--- config.mk ---
export PLATFORM = sky130hd
export DESIGN_NAME = ibuff_align
export DESIGN_NICKNAME = d
export VERILOG_FILES = /design/src/rtl/ibuff_align_pkg.sv /design/src/rtl/ibuff_align_hw_ring.sv /design/src/rtl/ibuff_align.sv
export SDC_FILE = /design/constraint.sdc
export NUM_CORES = 1
export LEC_CHECK = 0
export ABC_CLOCK_PERIOD_IN_PS = 9000
export BUFFER_PORTS_ARGS = -buffer_cell sky130_fd_sc_hd__buf_4
export CAP_MARGIN = 5
export CORE_ASPECT_RATIO = 0.8
export CORE_UTILIZATION = 47
export CTS_CLUSTER_DIAMETER = 80
export DETAILED_ROUTE_END_ITERATION = 12
export GPL_ROUTABILITY_DRIVEN = 1
export HOLD_SLACK_MARGIN = 0.15
export MAX_ROUTING_LAYER = met4
export PLACE_DENSITY = 0.67
export SYNTH_ARGS = -nofsm -noshare
export SYNTH_HDL_FRONTEND = slang
export SYNTH_SLANG_ARGS = --single-unit
--- constraint.sdc ---
create_clock -name clk -period 9 [get_ports clk]
set_input_delay 1.8 -clock clk [delete_from_list [all_inputs] [get_ports clk]]
set_output_delay 1.8 -clock clk [all_outputs]
set_load 0.02 [all_outputs]
--- src/rtl/ibuff_align_pkg.sv ---
// Shared frontend definitions: halfword type and RVC opcode encoding used by the aligner.
package ibuff_align_pkg;

    localparam int         HW_W         = 16;
    localparam logic [1:0] RVC_OPC_FULL = 2'b11;

    typedef logic [HW_W-1:0] halfword_t;

    function automatic logic is_full_insn(input halfword_t hw);
        return hw[1:0] == RVC_OPC_FULL;
    endfunction

endpackage

--- src/rtl/ibuff_align_hw_ring.sv ---
// Halfword ring buffer with up to two writes and two reads per cycle.
// Pointers wrap naturally at DEPTH because DEPTH is a power of two.
module ibuff_align_hw_ring
    import ibuff_align_pkg::*;
#(
    parameter  int DEPTH = 8,
    localparam int AW    = $clog2(DEPTH),
    localparam int CW    = AW + 1
) (
    input  logic          clk,
    input  logic          rst,
    input  logic          i_clear,
    input  logic [1:0]    i_wr_num,
    input  halfword_t     i_wr_hw0,
    input  halfword_t     i_wr_hw1,
    input  logic [1:0]    i_rd_num,
    output halfword_t     o_rd_hw0,
    output halfword_t     o_rd_hw1,
    output logic [CW-1:0] o_count
);

    halfword_t       r_mem [DEPTH];
    logic [AW-1:0]   r_rd_ptr;
    logic [AW-1:0]   r_wr_ptr;
    logic [CW-1:0]   r_count;
    logic [AW-1:0]   w_wr_ptr1;
    logic [AW-1:0]   w_rd_ptr1;

    assign w_wr_ptr1 = r_wr_ptr + AW'(1);
    assign w_rd_ptr1 = r_rd_ptr + AW'(1);

    always_ff @(posedge clk or posedge rst) begin
        if (rst) begin
            r_rd_ptr <= '0;
            r_wr_ptr <= '0;
            r_count  <= '0;
        end else if (i_clear) begin
            r_rd_ptr <= '0;
            r_wr_ptr <= '0;
            r_count  <= '0;
        end else begin
            r_rd_ptr <= r_rd_ptr + AW'(i_rd_num);
            r_wr_ptr <= r_wr_ptr + AW'(i_wr_num);
            r_count  <= r_count + CW'(i_wr_num) - CW'(i_rd_num);
        end
    end

    // Storage needs no reset: reads are qualified by count in the aligner.
    always_ff @(posedge clk) begin
        if (!i_clear) begin
            if (i_wr_num != 2'd0) r_mem[r_wr_ptr]  <= i_wr_hw0;
            if (i_wr_num == 2'd2) r_mem[w_wr_ptr1] <= i_wr_hw1;
        end
    end

    assign o_rd_hw0 = r_mem[r_rd_ptr];
    assign o_rd_hw1 = r_mem[w_rd_ptr1];
    assign o_count  = r_count;

endmodule

--- src/rtl/ibuff_align.sv ---
// Instruction buffer/aligner: re-aligns the 16/32-bit RISC-V stream from 32-bit fetch words
// into one instruction window per cycle for predecode, tracking PC and handling redirects.
module ibuff_align
    import ibuff_align_pkg::*;
#(
    parameter int               XLEN     = 32,
    parameter int               DEPTH    = 8,
    parameter logic [XLEN-1:0]  RESET_PC = '0
) (
    input  logic                     clk,
    input  logic                     rst,
    input  logic                     fetch_valid,
    output logic                     fetch_ready,
    input  logic [XLEN-1:0]          fetch_data,
    input  logic                     flush,
    input  logic [XLEN-1:0]          flush_pc,
    output logic [XLEN-1:0]          IBuff_out,
    output logic [XLEN-1:0]          ibuff_pc,
    output logic                     ibuff_valid,
    input  logic                     ibuff_ready,
    output logic [$clog2(DEPTH):0]   ibuff_count
);

    localparam int            CW           = $clog2(DEPTH) + 1;
    localparam logic [CW-1:0] LP_FETCH_MAX = CW'(DEPTH - 2);

    logic [XLEN-1:0] r_head_pc;
    logic            r_skip_hw;

    halfword_t       w_h0;
    halfword_t       w_h1;
    halfword_t       w_wr_hw0;
    halfword_t       w_wr_hw1;
    logic [CW-1:0]   w_count;
    logic [1:0]      w_wr_num;
    logic [1:0]      w_rd_num;
    logic            w_full;
    logic            w_push;
    logic            w_pop;

    ibuff_align_hw_ring #(.DEPTH(DEPTH)) u_hw_ring (
        .clk      (clk),
        .rst      (rst),
        .i_clear  (flush),
        .i_wr_num (w_wr_num),
        .i_wr_hw0 (w_wr_hw0),
        .i_wr_hw1 (w_wr_hw1),
        .i_rd_num (w_rd_num),
        .o_rd_hw0 (w_h0),
        .o_rd_hw1 (w_h1),
        .o_count  (w_count)
    );

    // Ready never looks at fetch_valid so fetch can't form a combinational loop through it.
    assign fetch_ready = (w_count <= LP_FETCH_MAX) && !flush;
    assign w_push      = fetch_valid && fetch_ready;

    assign w_full      = is_full_insn(w_h0);
    assign ibuff_valid = (w_count >= CW'(2)) || ((w_count == CW'(1)) && !w_full);
    assign w_pop       = ibuff_valid && ibuff_ready && !flush;

    always_comb begin
        w_wr_num = 2'd0;
        w_wr_hw0 = fetch_data[15:0];
        w_wr_hw1 = fetch_data[31:16];
        if (w_push) begin
            if (r_skip_hw) begin
                // Redirect landed mid-word: only the upper halfword is program-order valid.
                w_wr_num = 2'd1;
                w_wr_hw0 = fetch_data[31:16];
            end else begin
                w_wr_num = 2'd2;
            end
        end
    end

    always_comb begin
        w_rd_num = 2'd0;
        if (w_pop) w_rd_num = w_full ? 2'd2 : 2'd1;
    end

    always_comb begin
        IBuff_out = '0;
        if (ibuff_valid) begin
            if (w_full) IBuff_out = XLEN'({w_h1, w_h0});
            else        IBuff_out = XLEN'(w_h0);
        end
    end

    always_ff @(posedge clk or posedge rst) begin
        if (rst) begin
            r_head_pc <= RESET_PC;
            r_skip_hw <= RESET_PC[1];
        end else if (flush) begin
            r_head_pc <= flush_pc & ~XLEN'(1);
            r_skip_hw <= flush_pc[1];
        end else begin
            if (w_pop) r_head_pc <= r_head_pc + (w_full ? XLEN'(4) : XLEN'(2));
            if (w_push && r_skip_hw) r_skip_hw <= 1'b0;
        end
    end

    assign ibuff_pc    = r_head_pc;
    assign ibuff_count = w_count;

endmodule

==> results.json <==
{
  "ant_nets": 0,
  "critPathMaxStageDelay_ns": 1.11,
  "fmax_ghz": 0.1813,
  "drv_slew": 0,
  "skew_ns": 0.01246,
  "synth_top_flop_cell": "edfxtp_1",
  "cp.required_ns": 7.20,
  "cpLargestDelayFamily": "flip-flops",
  "crit_end": "IBuff_out[20]",
  "grt_pass1_vias": 7318,
  "drt_iter0_drc": 517,
  "dp_cells": 1254,
  "die_y_microns": 135.5,
  "critPathArrivalTime_ns": 3.71,
  "dieWidth_microns": 168.9,
  "io_buffers": 136,
  "finalNonFillerCells": 1286,
  "power_per_cell_area_nw_per_um2": 213.5,
  "syn_area_per_cell_sq_um": 12.03,
  "gp_congestion": 0.8010,
  "layout.cells.most_common_list": "154 x buf_4, 128 x edfxtp_1, 95 x a21oi_1, 95 x nor2_1, 83 x mux2_2",
  "finalCritPeriodShare_pct": 61.27,
  "reg2reg_from": "u_hw_ring.r_rd_ptr[0]$_DFF_PP0_",
  "nFillCells": 1812,
  "dr.pass1.iters": 4,
  "io-pin-count": 139,
  "ir_drop_uv": 126.0,
  "design_area_sq_um": 12340,
  "crit_path_end_kind": "output port",
  "crit_type": "register to output port",
  "syn-cell-area_sq_um": 10470,
  "hold_path.class": "register to register",
  "ys_seq_area_share_pct": 46.73,
  "clk_pin_slew_worst_paths_ns": 0.08,
  "maxCapViolCount": 0,
  "reg2reg_to": "ibuff_pc[31]$_DFFE_PP0N_",
  "viasPerCell": 5.789,
  "p_leak_nw": 4.590,
  "cts_root_buf": "clkbuf_16",
  "netlist_instances": 871,
  "antenna_cells": 0,
  "htreeDepth": 4,
  "vias": 7445,
  "hold_violations": 0,
  "relSlewSlack_pct": 15.95,
  "routed_wl_mm": 26.97,
  "synth-seq-cells": 170,
  "drive_gt1_share_pct": 36.21,
  "ctsResizeCount": 0,
  "cts_tree": "done",
  "syn_nets": 957,
  "grt_use_total_pct": 24.87,
  "clock_latency_ns": 0.44,
  "async_reset_ff_share_pct": 24.71,
  "syn2layout_area_growth_pct": 17.85,
  "dp_hpwl_mm": 17.37,
  "cts_setup_buffers": 0,
  "placed_area_sq_um": 11770,
  "rows": 48,
  "cts_sinks": 170,
  "start_util_pct": 48.18,
  "antenna_found_initial": 0,
  "cts-hold-fix-buffers": 0,
  "core-area_sq_um": 21740,
  "outcome": "finished, final reports clean",
  "multi_input_area_sq_um": 5255,
  "rsz0062_at_grt": "no",
  "dieArea_sq_um": 22890,
  "setup_viol_count_final": 0,
  "worst_pin_slew_ns": 1.260,
  "synth_edf_count": 128,
  "path_max_fanout": 66,
  "grt_max_degree": 67,
  "drt_drc_violations_left": 0,
  "start_kind": "register",
  "register_area_sq_um": 4898,
  "synth_cell_type_count": 48,
  "overflow": 0,
  "yosys_warnings": 0,
  "cts_buffer_depth": 2,
  "min-delay-start": "ibuff_pc[31]$_DFFE_PP0N_",
  "grt_pass1_wl_mm": 41.01,
  "reg2reg_depth": 12,
  "final_common_cell": "buf_4",
  "path_buf_inv": 1,
  "worstHoldPathCells": 2,
  "nets": 1059,
  "crit_chain": "mux4_2 > mux2i_4 > nor2_1 > nand2_1 > a21oi_1 > buf_4",
  "reg2reg_slack_ns": 4.32,
  "fin_crit_ns": 5.514,
  "cp-startpoint": "u_hw_ring.r_rd_ptr[0]$_DFF_PP0_",
  "tns_ns": 0,
  "slowest_stage": "dfrtp_4",
  "cts_buffers": 17,
  "cp_num_cells": 6,
  "wl_per_cell_microns": 20.97
}
[worst min path at each step]
| stage | slack [ns] | to |
|---|---|---|
| final | 0.59 | ibuff_pc[31]$_DFFE_PP0N_ |
| after global routing | 0.61 | ibuff_pc[31]$_DFFE_PP0N_ |
| after CTS | 0.60 | ibuff_pc[31]$_DFFE_PP0N_ |
| after detailed placement | 0.58 | ibuff_pc[31]$_DFFE_PP0N_ |
| after global placement | 0.57 | ibuff_pc[31]$_DFFE_PP0N_ |
| after floorplan | 0.54 | r_skip_hw$_DFFE_PP0P_ |
[power by group]
group          internal [mW]  total (mW)  switching (mW)
registers              0.905       0.983          0.0776
logic                  0.426       0.914           0.487
clock network          0.393       0.738           0.346
[worst min-delay path: stages, from the launching register on]
cell	delay, ns
dfrtp_1	0.37
xnor2_1	0.13
o21ai_1	0.06
[flip-flops by register name, indices dropped and copies added (netlist names)]
| register | cells |
|---|---|
| u_hw_ring.r_mem | 128 |
| u_hw_ring.r_wr_ptr | 3 |
| u_hw_ring.r_rd_ptr | 3 |
| u_hw_ring.o_count | 4 |
| ibuff_pc | 31 |
| r_skip_hw | 1 |
[cells in the mapped netlist (all sizes together) (16+ instances only)]
library cell | instances | share of area, %
edfxtp | 128 | 37
a21oi | 96 | 4.6
nor2 | 95 | 3.4
mux2 | 89 | 9.6
nand2 | 73 | 2.6
mux4 | 64 | 14
dfrtp | 42 | 10
buf | 37 | 1.7
clkbuf | 34 | 1.2
mux2i | 34 | 3.5
xnor2 | 25 | 2.1
o21ai | 23 | 1.1
inv | 22 | 0.79
nand3 | 16 | 0.76
[logic make-up after synthesis]
family          synth area share (%)
xor+xnor                       3.010
buf+inv                        3.679
mux                            26.82
compound gates                 8.183
simple gates                   9.151
flops                          46.73
fa+ha+maj                      2.389
other cells                  0.03580
[per-stage QoR]
step           setup slack, ns  power, mW  util [%]  hold slack, ns
3_3_place_gp             3.610      1.903     54.13          0.5681
2_1_floorplan            4.327      1.609         -          0.5406
6_report                 3.486      2.635     56.77          0.5931
5_1_grt                  3.248      2.745     56.77          0.6129
3_5_place_dp             3.618      1.917     54.13          0.5792
4_1_cts                  3.419      2.649     56.77          0.5989
[per-layer routing]
metal | up-vias | track usage [%] | part of all wire [%]
met5 | - | - | 0
met4 | 0 | 6.869 | 1.3
met3 | 27 | 3.593 | 6.1
met2 | 252 | 41.99 | 50
met1 | 3707 | 31.46 | 42
li1 | 3459 | - | -
[final cells by class]
type / count / share of cell area [%]
Tap cell: 300 / 3.041
Inverter: 22 / 0.6690
Multi-Input combinational cell: 608 / 42.57
Clock buffer: 18 / 3.477
Clock inverter: 14 / 1.186
Sequential cell: 170 / 39.69
Timing Repair Buffer: 154 / 9.366
No activity file was read; power rests on OpenSTA's default activity.
